[config.mk]
export PLATFORM = sky130hd
export DESIGN_NAME = glb_port_arbiter
export DESIGN_NICKNAME = d
export VERILOG_FILES = /design/src/rtl/glb_port_arbiter.sv
export SDC_FILE = /design/constraint.sdc
export NUM_CORES = 1
export LEC_CHECK = 0
export ABC_AREA = 1
export CAP_MARGIN = 20
export CORE_AREA = 2 2 150 152
export DETAILED_ROUTE_END_ITERATION = 16
export DIE_AREA = 0 0 152 154
export SKIP_CTS_REPAIR_TIMING = 1
export SLEW_MARGIN = 15
export SYNTH_ARGS = -nofsm -noshare
export SYNTH_HDL_FRONTEND = slang
export SYNTH_SLANG_ARGS = --single-unit
[constraint.sdc]
create_clock -name clk -period 2.5 [get_ports clk]
set_input_delay 0.5 -clock clk [delete_from_list [all_inputs] [get_ports clk]]
set_output_delay 0.5 -clock clk [all_outputs]
set_load 0.03 [all_outputs]
[src/rtl/glb_port_arbiter.sv]
// Two-port round-robin arbiter for the single GLB read/write port (port 0 = tiling
// engine, port 1 = pass controller). Optional performance counters: GLB_ARB_PERF_EN.
module glb_port_arbiter #(
  parameter int DATA_SIZE = 32,
  parameter int ADDR_BITS = 32,
  parameter int MAX_BURST = 16
) (
  input  logic                 clk,
  input  logic                 rst,
  input  logic                 req0,
  input  logic                 req1,
  input  logic                 lock0,
  input  logic                 lock1,
  input  logic [3:0]           we0,
  input  logic [3:0]           we1,
  input  logic [ADDR_BITS-1:0] waddr0,
  input  logic [ADDR_BITS-1:0] waddr1,
  input  logic [DATA_SIZE-1:0] wdata0,
  input  logic [DATA_SIZE-1:0] wdata1,
  input  logic [3:0]           re0,
  input  logic [3:0]           re1,
  input  logic [ADDR_BITS-1:0] raddr0,
  input  logic [ADDR_BITS-1:0] raddr1,
  output logic                 gnt0,
  output logic                 gnt1,
  output logic                 rvalid0,
  output logic                 rvalid1,
  output logic [DATA_SIZE-1:0] rdata,
  output logic [3:0]           glb_we,
  output logic [ADDR_BITS-1:0] glb_w_addr,
  output logic [DATA_SIZE-1:0] glb_din,
  output logic [3:0]           glb_re,
  output logic [ADDR_BITS-1:0] glb_r_addr,
  input  logic [DATA_SIZE-1:0] glb_dout
`ifdef GLB_ARB_PERF_EN
  ,
  output logic [31:0]          wait_cyc0,
  output logic [31:0]          wait_cyc1,
  output logic [31:0]          xfer_cyc0,
  output logic [31:0]          xfer_cyc1
`endif
);

  localparam int CNT_W = (MAX_BURST > 2) ? $clog2(MAX_BURST) : 1;
  localparam logic [CNT_W-1:0] CNT_MAX = CNT_W'(MAX_BURST - 1);

  typedef enum logic [1:0] {IDLE, OWN0, OWN1} state_e;

  state_e           state_q, state_d;
  logic [CNT_W-1:0] burst_q, burst_d;
  logic             last_q, last_d;
  logic             rvalid0_q, rvalid1_q;

  always_comb begin
    state_d = state_q;
    case (state_q)
      IDLE: begin
        if (req0 && req1)  state_d = last_q ? OWN0 : OWN1;
        else if (req0)     state_d = OWN0;
        else if (req1)     state_d = OWN1;
      end
      OWN0: begin
        if (!req0)                                       state_d = req1 ? OWN1 : IDLE;
        else if (req1 && (burst_q == CNT_MAX) && !lock0) state_d = OWN1;
      end
      OWN1: begin
        if (!req1)                                       state_d = req0 ? OWN0 : IDLE;
        else if (req0 && (burst_q == CNT_MAX) && !lock1) state_d = OWN0;
      end
      default: state_d = IDLE;
    endcase
  end

  // Burst count keeps running with no contender so the cap bites the moment one appears.
  always_comb begin
    burst_d = burst_q;
    if (state_d != state_q)                           burst_d = '0;
    else if ((state_q != IDLE) && (burst_q != CNT_MAX)) burst_d = burst_q + 1'b1;
  end

  always_comb begin
    last_d = last_q;
    if ((state_d == OWN0) && (state_q != OWN0)) last_d = 1'b0;
    if ((state_d == OWN1) && (state_q != OWN1)) last_d = 1'b1;
  end

  always_ff @(posedge clk or posedge rst) begin
    if (rst) begin
      state_q   <= IDLE;
      burst_q   <= '0;
      last_q    <= 1'b1;
      rvalid0_q <= 1'b0;
      rvalid1_q <= 1'b0;
    end else begin
      state_q   <= state_d;
      burst_q   <= burst_d;
      last_q    <= last_d;
      rvalid0_q <= (state_q == OWN0) && (|re0);
      rvalid1_q <= (state_q == OWN1) && (|re1);
    end
  end

  assign gnt0    = (state_q == OWN0);
  assign gnt1    = (state_q == OWN1);
  assign rvalid0 = rvalid0_q;
  assign rvalid1 = rvalid1_q;
  assign rdata   = glb_dout;

  // Non-owner strobes never reach the GLB; idle drives all zeros.
  always_comb begin
    glb_we     = '0;
    glb_w_addr = '0;
    glb_din    = '0;
    glb_re     = '0;
    glb_r_addr = '0;
    case (state_q)
      OWN0: begin
        glb_we     = we0;
        glb_w_addr = waddr0;
        glb_din    = wdata0;
        glb_re     = re0;
        glb_r_addr = raddr0;
      end
      OWN1: begin
        glb_we     = we1;
        glb_w_addr = waddr1;
        glb_din    = wdata1;
        glb_re     = re1;
        glb_r_addr = raddr1;
      end
      default: ;
    endcase
  end

`ifdef GLB_ARB_PERF_EN
  logic [31:0] wait0_q, wait1_q, xfer0_q, xfer1_q;

  always_ff @(posedge clk or posedge rst) begin
    if (rst) begin
      wait0_q <= '0;
      wait1_q <= '0;
      xfer0_q <= '0;
      xfer1_q <= '0;
    end else begin
      if (req0 && !gnt0 && (wait0_q != 32'hFFFF_FFFF)) wait0_q <= wait0_q + 32'd1;
      if (req1 && !gnt1 && (wait1_q != 32'hFFFF_FFFF)) wait1_q <= wait1_q + 32'd1;
      if (gnt0 && ((|we0) || (|re0)) && (xfer0_q != 32'hFFFF_FFFF)) xfer0_q <= xfer0_q + 32'd1;
      if (gnt1 && ((|we1) || (|re1)) && (xfer1_q != 32'hFFFF_FFFF)) xfer1_q <= xfer1_q + 32'd1;
    end
  end

  assign wait_cyc0 = wait0_q;
  assign wait_cyc1 = wait1_q;
  assign xfer_cyc0 = xfer0_q;
  assign xfer_cyc1 = xfer1_q;
`endif

endmodule

## Word-level counts from Yosys, hierarchy flattened

Cells that the tools add are included.

| storage, ports and cells | value |
|---|---|
| output and inout bits | 140 |
| input port bits | 246 |
| logic and storage cells | 53 |
| register bits after elaboration | 9 |

| cells by class | value |
|---|---|
| $add $sub $neg | 1 |
| equal/unequal tests | 9 |
| reduce and logical (&&, ||, !) cells | 18 |
| mux-type cells | 20 |

Operators by type and width:

| kind | number |
|---|---|
| 32-bit one-hot mux with 2 select lines | 3 |
| 2-bit 2-to-1 mux | 9 |
| 4-bit one-hot mux with 2 select lines | 2 |
| 1-bit logical AND | 10 |
| 4-bit 2-to-1 mux | 2 |
| 4-bit OR reduction | 2 |
| 2-bit one-hot mux with 3 select lines | 1 |
| 2-bit nonzero test | 3 |
| 4-bit by 1-bit adder with 4-bit output (second input constant) | 1 |
| 2-bit by 1-bit == test with 1-bit output (second input constant) | 2 |
| 2-bit == test (second input constant) | 2 |
| 4-bit == test (second input constant) | 1 |
| 4-bit inequality test (second input constant) | 1 |
| 1-bit 2-to-1 mux | 3 |
| 1-bit zero test | 2 |
| 2-bit zero test | 1 |
| 2-bit by 1-bit inequality test with 1-bit output (second input constant) | 1 |
| 2-bit inequality test | 1 |
| 2-bit inequality test (second input constant) | 1 |

## Logic depth before layout (Yosys ltp)

Gate-level depths: netlist of run 1.

| depth | value |
|---|---|
| depth in word-level cells | 10 |
| mapped depth | 12 |

## Worst setup path after synthesis of run 1

OpenSTA, ideal clock, no wires.

| path | value |
|---|---|
| path type | reg-to-output |
| start point | reg state_q[1] |
| end point | out glb_din[0] |
| buffers on the path | 3 |
| data required time | 2,000 ps |
| setup slack | -34 ps |
| arrival time | 2,034 ps |
| cell stages (with the launch flop) | 8 |
| cell sequence | dfrtp_1 -> inv_1 -> ha_1 -> clkbuf_8 -> buf_2 -> buf_2 -> nand2_1 -> a21oi_1 |

| on the way | value |
|---|---|
| cells in the longest elaborated chain, start to end | 2 |

Ends and longest elaborated chain:

| what | line | text |
|---|---|---|
| start, declared | 49 | `state_e state_q, state_d;` |
| start signal, assigned | 95 | `state_q <= state_d;` |
| 2-bit by 1-bit == test with 1-bit output | - |  |
| net gnt0 | 24 | `output logic gnt0,` |
| 32-bit one-hot mux with 2 select lines | 116 | `case (state_q)` |
| end, declared | 31 | `output logic [DATA_SIZE-1:0] glb_din,` |

The timed path passes the listed nets, and every way through them passes these cells.

## Worst setup path after layout of run 1

| path | value |
|---|---|
| start point | reg state_q[0] |
| end point | out glb_din[10] |

| on the way | value |
|---|---|
| cells in the longest elaborated chain, start to end | 2 |

Ends and longest elaborated chain:

| what | line |
|---|---|
| 2-bit == test or 2-bit by 1-bit == test with 1-bit output (tied branches) | 116 |
| 32-bit one-hot mux with 2 select lines (*) | 116 |

Every way passes the cells marked *; elsewhere a longest branch is shown, timed or not.

==> results.md, run 1 <==
- Outcome: completed
- Switching share of power: 0.576
- Type of the worst min-delay path: flip-flop to flip-flop
- Part of the Yosys area used for sequential elements: 0.0979
- Comb pwr share: 0.913
- TritonCTS buffer count: 3
- Crit path max fanout: 33
- First-pass GRT wire length: 20.2 mm
- Gr usage total: 0.105
- Number of global-route vias before repair: ~3900
- Layout area overhead: 167%
- GPL Wtd Cong: about 0.75
- Worst Setup Path Type: flip-flop to output pin
- WP data arrival: 1880 ps
- Max-slew headroom: 0.748
- HPWL after DPL: 11.1 mm
- Clock skew: between 1.5 and 2 ps
- Starting Density: 0.107
- Mapped Cells: ~460
- Synth Net Count: ~700
- Switch Pwr: 3360 uW
- Final-layout fill cell count: between 2000 and 2500
- Fin nets: a little under 1000
- Sequential Power Share: 0.039
- Via/cell ratio: 3.82
- Clock sink total: 9
- CP top delay family: buffers and inverters
- Max-slew violations: 0
- Clk slew on worst S/H paths: roughly 40 ps
- Grt total ovfl: 0
- Crit-path most repeated cell: buf_12
- Die width: 152 um
- Post-Route WL: around 13 mm
- Core Util, Final: 0.284
- Most frequent cells in the layout: nand2_1, clkdlybuf4s50_1, a21oi_2
- Rows: 54
- Crit path buffers/inverters: 4
- WL/cell: 13.0 um
- Core region area: 21700 sq um
- # setup viols final: 0
- Crit-path max cell delay: between 300 and 400 ps
- Root Buffer: clkbuf_16
- WHS: 472 ps
- Internal power: 2480 uW
- Share of the clock period used by the worst path: 0.954
- Crit path cell chain: inv_1, ha_4, buf_4, buf_12, nand2_1, a21oi_2, buf_12
- VDD IR-drop max: 0.490 mV
- Max Cap Viol: 0
- Synthesis-stage register bit count: 9
- Initial antenna violation count: 0
- Worst Slack Setup Final: 116 ps
- CTS tree: done
- Die ar.: 23400 sq um
- Minimum clock period: 2380 ps
- IO Port Bufs: approximately 320
- Fin cells: 1018
- Synthesized area: 2310 sq um
- Largest net degree at the start of global routing: 40
- Power Dens Cells: 948 nW/um^2
- Drt drc: 0
- Pleak: approximately 0.0031 uW
- Fin. Hold Viols: 0
- Worst-Margin Slew: 377 ps
- DIE HEIGHT: approximately 150 um
- Synthesized area per cell: around 5 sq um
- Pre-antenna DRT Iters: 4
- Layout cells sized above 1: 0.195
- Ys Warns: 0
- Req. time, crit path: 2000 ps
- ANT cells: 0
- CP startpoint kind: flip-flop
- CP max stage cell: dfrtp_1
- Vias: 3884
- Yosys cell types: 23
- Max Clock Freq: between 400 and 500 MHz
- Critical path capture point type: output pin
- 1st-iter DRT viols: 202
- H-tree Lvls: 1
- Max clock buf depth: 2
- ANT nets after route: 0
- Clk_lat worst skew: 230 ps
- RSZ-0062 raised after global routing: no
- Setup slack at placement: 108 ps
- Ports: 386
- Clock Power Share: 0.048
- Placed cells: roughly 1000
- Most common cell after layout, fill and taps aside: nand2_1
==> power by group through the flow <==
stage          clock (uW)  combinational, uW  sequential [uW]
2_1_floorplan           0               3120              258
3_3_place_gp            0               5470              231
3_5_place_dp            0               5460              231
4_1_cts               289               5480              229
5_1_grt               299               5740              233
6_report              282               5330              228
==> stage by stage <==
step           power [uW]  area, sq um  setup TNS (ps)
6_report             5840         6160               0
5_1_grt              6270         6160               0
4_1_cts              6000         6010           -4910
3_5_place_dp         5690         5930               0
3_3_place_gp         5700         5930               0
2_1_floorplan        3380         2540               0
==> cells in the mapped netlist (all sizes together) <==
master,instances,area share
nand2,225,0.37
a21oi,105,0.23
buf,53,0.15
inv,15,0.024
clkbuf,14,0.027
nor2,14,0.025
dfrtp,8,0.087
nand3,8,0.022
ha,5,0.027
o21ai,5,0.011
xor2,3,0.011
nor3,2,0.0065
nor4,2,0.0054
dfstp,1,0.011
nand4,1,0.0027
==> registers in the layout, indices dropped and copies added (netlist names) <==
| name | cells |
|---|---|
| burst_q | 4 |
| state_q | 2 |
| last_q | 1 |
| rvalid0 | 1 |
| rvalid1 | 1 |
==> cells by family after synthesis <==
family	count (synthesis)	synth area share
AND/OR/NAND/NOR	252	0.426
AO/OA/AOI/OAI	110	0.240
buffers and inverters	82	0.198
flip-flops	9	0.0979
adder cells (fa/ha/maj)	5	0.0271
XOR/XNOR	3	0.0114
==> worst min-delay path, stage by stage (launching register included) <==
cell	delay, ps
dfstp_2	370
nand2_1	60
nand2_1	40
==> layer usage <==
layer | share of wire | vias to the layer above | global-route usage
met1 | 0.39 | 1667 | 0.116
li1 | - | 1986 | -
met3 | 0.082 | 14 | 0.0242
met4 | 0.011 | 0 | 0.0205
met2 | 0.52 | 217 | 0.203
met5 | 0 | - | 0
==> final timing paths <==
check                                     startpoint                      to  slack (ps)  depth (start not counted)
worst min-delay path              last_q$_DFFE_PP1P_      last_q$_DFFE_PP1P_         470                          2
worst max-delay path            state_q[0]$_DFF_PP0_             glb_din[10]         120                          7
worst min register to register    last_q$_DFFE_PP1P_      last_q$_DFFE_PP1P_         470                          2
worst max register to register  state_q[0]$_DFF_PP0_  burst_q[2]$_DFFE_PP0P_         630                         11
max in group asynchronous                        rst      last_q$_DFFE_PP1P_        1640                          2
min in group asynchronous                        rst    state_q[1]$_DFF_PP0_         550                          2
==> final cells by class <==
class                   instances  area, sq um  area share
multi-input cells             370         1880       0.305
flip-flops and latches          9          226      0.0368
inverters                      15         58.8     0.00954
repair buffers                340         3570       0.579
well taps                     280          350      0.0569
clock buffers                   4         78.8      0.0128
Note: power is estimated with default switching activity, not from simulation.
==> run 2: changes to the inputs <==
--- a/config.mk
+++ b/config.mk
@@ -8,6 +8,7 @@
 export ABC_AREA = 1
 export CAP_MARGIN = 20
 export CORE_AREA = 2 2 150 152
+export CTS_CLUSTER_DIAMETER = 80
 export DETAILED_ROUTE_END_ITERATION = 16
 export DIE_AREA = 0 0 152 154
 export SKIP_CTS_REPAIR_TIMING = 1
==> results of run 2 <==
Final layout, timing and power as in run 1 (identical DEF).
